[config.mk]
export PLATFORM = sky130hd
export DESIGN_NAME = countdown_timer
export DESIGN_NICKNAME = d
export VERILOG_FILES = /design/src/rtl/countdown_pkg.sv /design/src/rtl/sat_counter.sv /design/src/rtl/countdown_timer.sv
export SDC_FILE = /design/constraint.sdc
export NUM_CORES = 1
export LEC_CHECK = 0
export CAP_MARGIN = 20
export CELL_PAD_IN_SITES_DETAIL_PLACEMENT = 1
export CELL_PAD_IN_SITES_GLOBAL_PLACEMENT = 1
export CORE_MARGIN = 4
export CORE_UTILIZATION = 27
export DETAILED_ROUTE_END_ITERATION = 12
export GPL_ROUTABILITY_DRIVEN = 0
export MAX_ROUTING_LAYER = met4
export PLACE_DENSITY_LB_ADDON = 0.15
export SYNTH_ARGS = -nofsm -noshare
export SYNTH_HDL_FRONTEND = slang
export SYNTH_SLANG_ARGS = --single-unit
[constraint.sdc]
create_clock -name clk -period 3.9 [get_ports clk]
set_clock_uncertainty 0.2 [all_clocks]
set_input_delay 0.975 -clock clk [delete_from_list [all_inputs] [get_ports clk]]
set_output_delay 0.975 -clock clk [all_outputs]
set_load 0.02 [all_outputs]
[src/rtl/countdown_pkg.sv]
// Shared types and default sizing for the countdown timer.
package countdown_pkg;

  typedef enum logic {CD_IDLE, CD_RUN} cd_state_e;

  localparam int unsigned CD_WIDTH     = 4;
  localparam int unsigned CD_EXP_CNT_W = 8;

endpackage

[src/rtl/sat_counter.sv]
// Saturating up-counter: sticks at all-ones, synchronous clear has priority.
module sat_counter #(
  parameter int unsigned W = 8
) (
  input  logic         clk,
  input  logic         rst_n,
  input  logic         inc,
  input  logic         clear,
  output logic [W-1:0] q
);

  logic [W-1:0] q_q;

  always_ff @(posedge clk or negedge rst_n) begin
    if (!rst_n) begin
      q_q <= '0;
    end else if (clear) begin
      q_q <= '0;
    end else if (inc && (q_q != '1)) begin
      q_q <= q_q + W'(1);
    end
  end

  assign q = q_q;

endmodule

[src/rtl/countdown_timer.sv]
// Loadable down-counter: load N, count to zero, pulse expire, then idle or reload N.
module countdown_timer
  import countdown_pkg::*;
#(
  parameter int unsigned WIDTH     = CD_WIDTH,
  parameter int unsigned EXP_CNT_W = CD_EXP_CNT_W
) (
  input  logic                 clk,
  input  logic                 rst_n,
  input  logic                 load_valid,
  output logic                 load_ready,
  input  logic [WIDTH-1:0]     load_value,
  input  logic                 enable,
  input  logic                 reload_en,
  input  logic                 abort,
  output logic [WIDTH-1:0]     count,
  output logic                 busy,
  output logic                 expire,
  output logic [EXP_CNT_W-1:0] expire_cnt
);

  localparam logic [WIDTH-1:0] CountOne = WIDTH'(1);

  cd_state_e        state_q;
  logic [WIDTH-1:0] count_q;
  logic [WIDTH-1:0] reload_q;
  logic             busy_q;
  logic             expire_q;

  logic load_fire;
  logic load_zero;
  logic terminal;
  logic expire_set;

  assign load_fire  = (state_q == CD_IDLE) && load_valid;
  assign load_zero  = load_fire && (load_value == '0);
  assign terminal   = (state_q == CD_RUN) && !abort && enable && (count_q == CountOne);
  assign expire_set = load_zero || terminal;

  always_ff @(posedge clk or negedge rst_n) begin
    if (!rst_n) begin
      state_q  <= CD_IDLE;
      count_q  <= '0;
      reload_q <= '0;
      busy_q   <= 1'b0;
      expire_q <= 1'b0;
    end else begin
      expire_q <= expire_set;
      unique case (state_q)
        CD_IDLE: begin
          if (load_fire) begin
            if (load_zero) begin
              count_q <= '0;
            end else begin
              count_q  <= load_value;
              reload_q <= load_value;
              busy_q   <= 1'b1;
              state_q  <= CD_RUN;
            end
          end
        end
        CD_RUN: begin
          if (abort) begin
            count_q <= '0;
            busy_q  <= 1'b0;
            state_q <= CD_IDLE;
          end else if (enable) begin
            if (count_q > CountOne) begin
              count_q <= count_q - CountOne;
            end else if (reload_en) begin
              count_q <= reload_q;
            end else begin
              count_q <= '0;
              busy_q  <= 1'b0;
              state_q <= CD_IDLE;
            end
          end
        end
        default: begin
          state_q <= CD_IDLE;
          busy_q  <= 1'b0;
          count_q <= '0;
        end
      endcase
    end
  end

  // Counter bumps on the same edge that raises expire, so both agree in one cycle.
  sat_counter #(
    .W(EXP_CNT_W)
  ) u_exp_cnt (
    .clk  (clk),
    .rst_n(rst_n),
    .inc  (expire_set),
    .clear(1'b0),
    .q    (expire_cnt)
  );

  assign load_ready = (state_q == CD_IDLE);
  assign count      = count_q;
  assign busy       = busy_q;
  assign expire     = expire_q;

`ifdef FORMAL
  logic             past_valid_q;
  logic [WIDTH-1:0] prev_count_q;

  always_ff @(posedge clk or negedge rst_n) begin
    if (!rst_n) begin
      past_valid_q <= 1'b0;
      prev_count_q <= '0;
    end else begin
      past_valid_q <= 1'b1;
      prev_count_q <= count_q;
    end
  end

  always @(posedge clk) begin
    if (rst_n && past_valid_q) begin
      assert ((count_q == prev_count_q - CountOne) || (count_q == prev_count_q) ||
              (count_q == reload_q) || (count_q == '0));
      assert (!expire_q || (prev_count_q == CountOne) || (count_q == '0));
      cover (expire_q && (state_q == CD_RUN) && (count_q == reload_q) &&
             (reload_q > CountOne));
      cover (state_q == CD_RUN && count_q == CountOne && abort);
    end
  end
`endif

endmodule

---- Word-level counts from Yosys, hierarchy flattened ----
Cells that the tools add are included.
cells by class
  reductions and logical operators ........ 12
  eq/ne operators ......................... 7
  bitwise gates (word level) .............. 2
  $add $sub $neg .......................... 2
  magnitude comparators ................... 1
  mux-type cells .......................... 21
operators by type and width
  cell                                                            count
  2-to-1 mux 4 bit                                                6
  2-to-1 mux 1 bit                                                12
  != test 3 bit (second input constant)                           3
  adder 8 x 1 -> 8 bit (second input constant)                    1
  != test 8 bit (second input constant)                           1
  one-hot mux 4 bit (2 select lines)                              1
  logical AND 1 bit                                               6
  AND reduction 5 bit                                             1
  equality test 4 x 1 -> 1 bit (second input constant)            1
  greater-than comparator 4 x 1 -> 1 bit (second input constant)  1
  zero test 4 bit                                                 1
  one-hot mux 1 bit (2 select lines)                              2
  subtractor 4 x 1 -> 4 bit (second input constant)               1
  AND reduction 3 bit                                             1
  != test 2 x 1 -> 1 bit (second input constant)                  1
  != test 2 bit (second input constant)                           1
  NOT 1 bit                                                       2
  AND reduction 2 bit                                             1
  zero test 1 bit                                                 1
  logical OR 1 bit                                                1
storage, ports and cells
  word-level logic and storage cells ...... 51
  bits of input ports ..................... 10
  output and inout port bits .............. 15
  bits in registers ....................... 19

---- Logic depth before layout (Yosys ltp) ----
  depth after elaboration ................. 6
  gate-level depth with buffers ........... 7
  mapped depth without buffers ............ 7

---- By module ----
From an unflattened synthesis, not the netlist that was laid out.
second synthesis, totals
  cell total of the unflattened synthesis .. 117
  area, all modules ....................... 1122.3 um^2
by module, submodules not included
  module           cells an instance  area each (um^2)  seq. area each (um^2)  times used
  countdown_timer  68                 658.1             275.3                  1
  sat_counter      49                 464.2             200.2                  1

---- Worst setup path after synthesis ----
No wires, ideal clock.
  path type ............................... in2reg
  start point ............................. input port load_value[0]
  end point ............................... register u_exp_cnt.q_q[1] (netlist: u_exp_cnt.q[1])
  buffers on the path ..................... 0
  required time ........................... 3.572 ns
  setup slack ............................. 1.313 ns
  arrival ................................. 2.260 ns
  setup time .............................. 0.128 ns
  cell stages on the path ................. 4
  cell sequence ........................... or4_4 > o32a_4 > nor2_1 > mux2_1
between the ends
  word-level cells in the longest chain between the ends .. 4
ends and longest elaborated chain
  what                    RTL line               RTL
  start: declaration      countdown_timer.sv:12  input logic [WIDTH-1:0] load_value,
  zero test 4 bit         countdown_timer.sv:36  assign load_zero = load_fire && (load_value == '0);
  logical AND 1 bit       countdown_timer.sv:36
  logical OR 1 bit        countdown_timer.sv:38  assign expire_set = load_zero || terminal;
  logical AND 1 bit       sat_counter.sv:19      end else if (inc && (q_q != '1)) begin
  end signal: assignment  sat_counter.sv:20      q_q <= q_q + W'(1);
  end: declaration        sat_counter.sv:12      logic [W-1:0] q_q;
Every way passes these cells.
A chain may end at the register's enable or synchronous reset.

---- Final worst setup path ----
Same ends and word-level chain as after synthesis.

==> qor.yml <==
required_ns: 3.84
pre_cts_ws_ns: 0.7359
grt_pass1_vias: 927
synth-simple-area-share_pct: 24.53
pwr-share-comb_pct: 41.6
min_period_ns: 2.885
seq_power_share_pct: 39.9
switchingPower_uw: 285.3
grt_max_degree: 20
coreArea_sq_um: 3468
crit_path_start_kind: "input pin"
wl_mm: 2.577
synth_fp_nets: 120
synthAdderAreaFrac_pct: 3.736
endpoint: "u_exp_cnt.q[1]$_DFFE_PN0P_"
slew_violations: 0
synth_area_leaders: "dfrtp_1, nand2_1, xor2_1, ha_1, nor2_1"
hold_viol: 0
syn_area_per_cell_sq_um: 9.390
fmax_mhz: 346.6
via_per_inst: 4.845
syn-cell-area_sq_um: 1005
yosysTopAreaCell: "dfrtp_1"
design.die.area_sq_um: 4761
clkLatencyLatePin_ns: 0.25
cts_hold_buffers: 0
clock_sinks: 19
grt_use_total_pct: 12.36
reg2reg_depth: 6
rows: 21
clk_path_buf_depth: 2
die_w_um: 69
cp_slowest_cell: "or4_4"
worstMarginPinSlew_ns: 0.8770
area_delta_synth_final_pct: 34.12
status: "finished, final reports clean"
rsz0062_at_grt: "no"
path_cells: "clkdlybuf4s50_1, or4_4, o32a_4, nor2_1, mux2_1"
seq_area_frac_synth_pct: 47.32
critPathMaxFanout: 6
cts_resized: 0
syn_inst: 107
drc: 0
netlist.area_leader.share_pct: 47.32
clock-root-buffer: "clkbuf_8"
fin_tns_setup_ns: 0
slew_headroom_pct: 41.35
grt_overflow: 0
ys_ff_latch: 19
num_io_pins: 25
nNetsFinal: 149
r2r_slack_ns: 1.78
intPower_uw: 454.4
timing.rr.start: "count[1]$_DFFE_PN0P_"
synth_top_family_by_area: "simple AND/OR/NAND/NOR gates"
drt_iter0_drc: 34
crit_type: "input pin to flip-flop"
firstDrtPassIters: 4
numCtsBuffers: 3
crit_start: "load_value[0]"
hpwl_mm: 2.032
die_h_um: 69
synth-warning-count: 0
start_util_pct: 28.97
final_common_cell: "clkdlybuf4s50_1"
clk_pin_slew_worst_paths_ns: 0.07
fillers: 422
end_kind: "flip-flop"
switching_share_pct: 38.57
num_antenna_cells: 0
cts_setup_buffers: 0
vias: 877
cts_tree: "built"
detail_route.wl_per_cell_um: 14.24
grt_pass1_wl_mm: 4.719
htreeDepth: 1
drv_cap: 0
synth_mux_area_share_pct: 1.121
final_cell_mix: "clkdlybuf4s50_1, dfrtp_1, nand2_1, nor2_1, a21oi_1"
antenna_found_initial: 0
max_stage_delay_ns: 0.57
synth-compound-area-share_pct: 16.19
layout-drive-gt1-share_pct: 5.926
r2r-end: "u_exp_cnt.q[1]$_DFFE_PN0P_"
setup_viol: 0
power_leakage_uw: 0.0005814
setup_ws_ns: 1.015
ant_nets: 0
clock_power_share_pct: 18.5
hold_path.class: "flip-flop to flip-flop"
cp.arrival_ns: 2.83
yosys.area_share.xor_xnor_pct: 5.230
synthDistinctLibCells: 27
vdd_drop_max_v: 0.0002361
period_share_pct: 73.97
power_density_nw_per_um2: 549.0
portBuffers: 24
-- layer usage --
layer,vias to the layer above,global-route usage (%),part of all wire (%)
li1,436,-,-
met1,422,16.31,50
met2,17,18.75,44
met3,2,3.343,4.9
met4,0,3.254,0.89
met5,-,-,0
-- logic make-up after synthesis --
| logic type | after synthesis |
|---|---|
| xor+xnor | 6 |
| mux | 1 |
| compound gates | 24 |
| flops | 19 |
| fa+ha+maj | 3 |
| simple gates | 49 |
| buf+inv | 5 |
-- cells in the mapped netlist (all sizes together) --
library cell  count
nand2b            2
xor2              5
nor4b             3
xnor2             1
a22o              2
ha                3
inv               5
nor2             10
o32a              1
or2               3
a21oi             7
a32oi             1
dfrtp            19
mux2              1
a311oi            1
nand3             4
nand2            18
nor3              3
nand4             1
nor4              2
nor2b             2
o21ai             6
o32ai             1
or4               1
a31oi             5
-- critical path: cells and delay by family --
kind	cells	cell delay, ns
buffers and inverters	1	0.45
AND/OR/NAND/NOR	2	0.81
multiplexers	1	0.34
AO/OA/AOI/OAI	1	0.23
-- layout make-up --
class / instances / area [sq um] / area share, %
clock buffer: 4 / 45.04 / 3.343
multi-input combinational: 83 / 510.5 / 37.88
tap: 46 / 57.56 / 4.271
timing repair buffer: 24 / 240.2 / 17.83
inverter: 5 / 18.77 / 1.393
sequential: 19 / 475.5 / 35.28
-- power groups by stage --
stage / Sequential [uW] / Combinational [uW] / Clock, uW
floorplan: 330 / 144 / 0
global placement: 299 / 308 / 0
detailed placement: 301 / 309 / 0
CTS: 297 / 311 / 142
global route: 308 / 348 / 152
finish: 295 / 307 / 137
-- metrics by stage --
stage                     util [%]  area [sq um]  total power (uW)  hold slack, ns  std cells
after floorplan                  -          1005             473.2          0.2460        107
after global placement       37.55          1303             606.4          0.2664        177
after detailed placement     37.55          1303             609.7          0.2878        177
after CTS                    38.85          1348             749.8          0.3035        181
after global routing         38.85          1348             807.4          0.3402        181
final                        38.85          1348             739.8          0.3016        181
-- worst min-delay path by stage --
stage                                        from                      end  cells after the start
final                     reload_q[3]$_DFFE_PN0P_  reload_q[3]$_DFFE_PN0P_                      2
after global routing      reload_q[2]$_DFFE_PN0P_  reload_q[2]$_DFFE_PN0P_                      1
after CTS                 reload_q[3]$_DFFE_PN0P_  reload_q[3]$_DFFE_PN0P_                      2
after detailed placement  reload_q[3]$_DFFE_PN0P_  reload_q[3]$_DFFE_PN0P_                      2
after global placement    reload_q[0]$_DFFE_PN0P_  reload_q[0]$_DFFE_PN0P_                      2
after floorplan           reload_q[0]$_DFFE_PN0P_  reload_q[0]$_DFFE_PN0P_                      2
-- state kept, by name, indices dropped and copies added (netlist names) --
register	flops
u_exp_cnt.q	8
count	4
reload_q	4
busy	1
expire	1
state_q	1
Note: power is estimated with default switching activity, not from simulation.
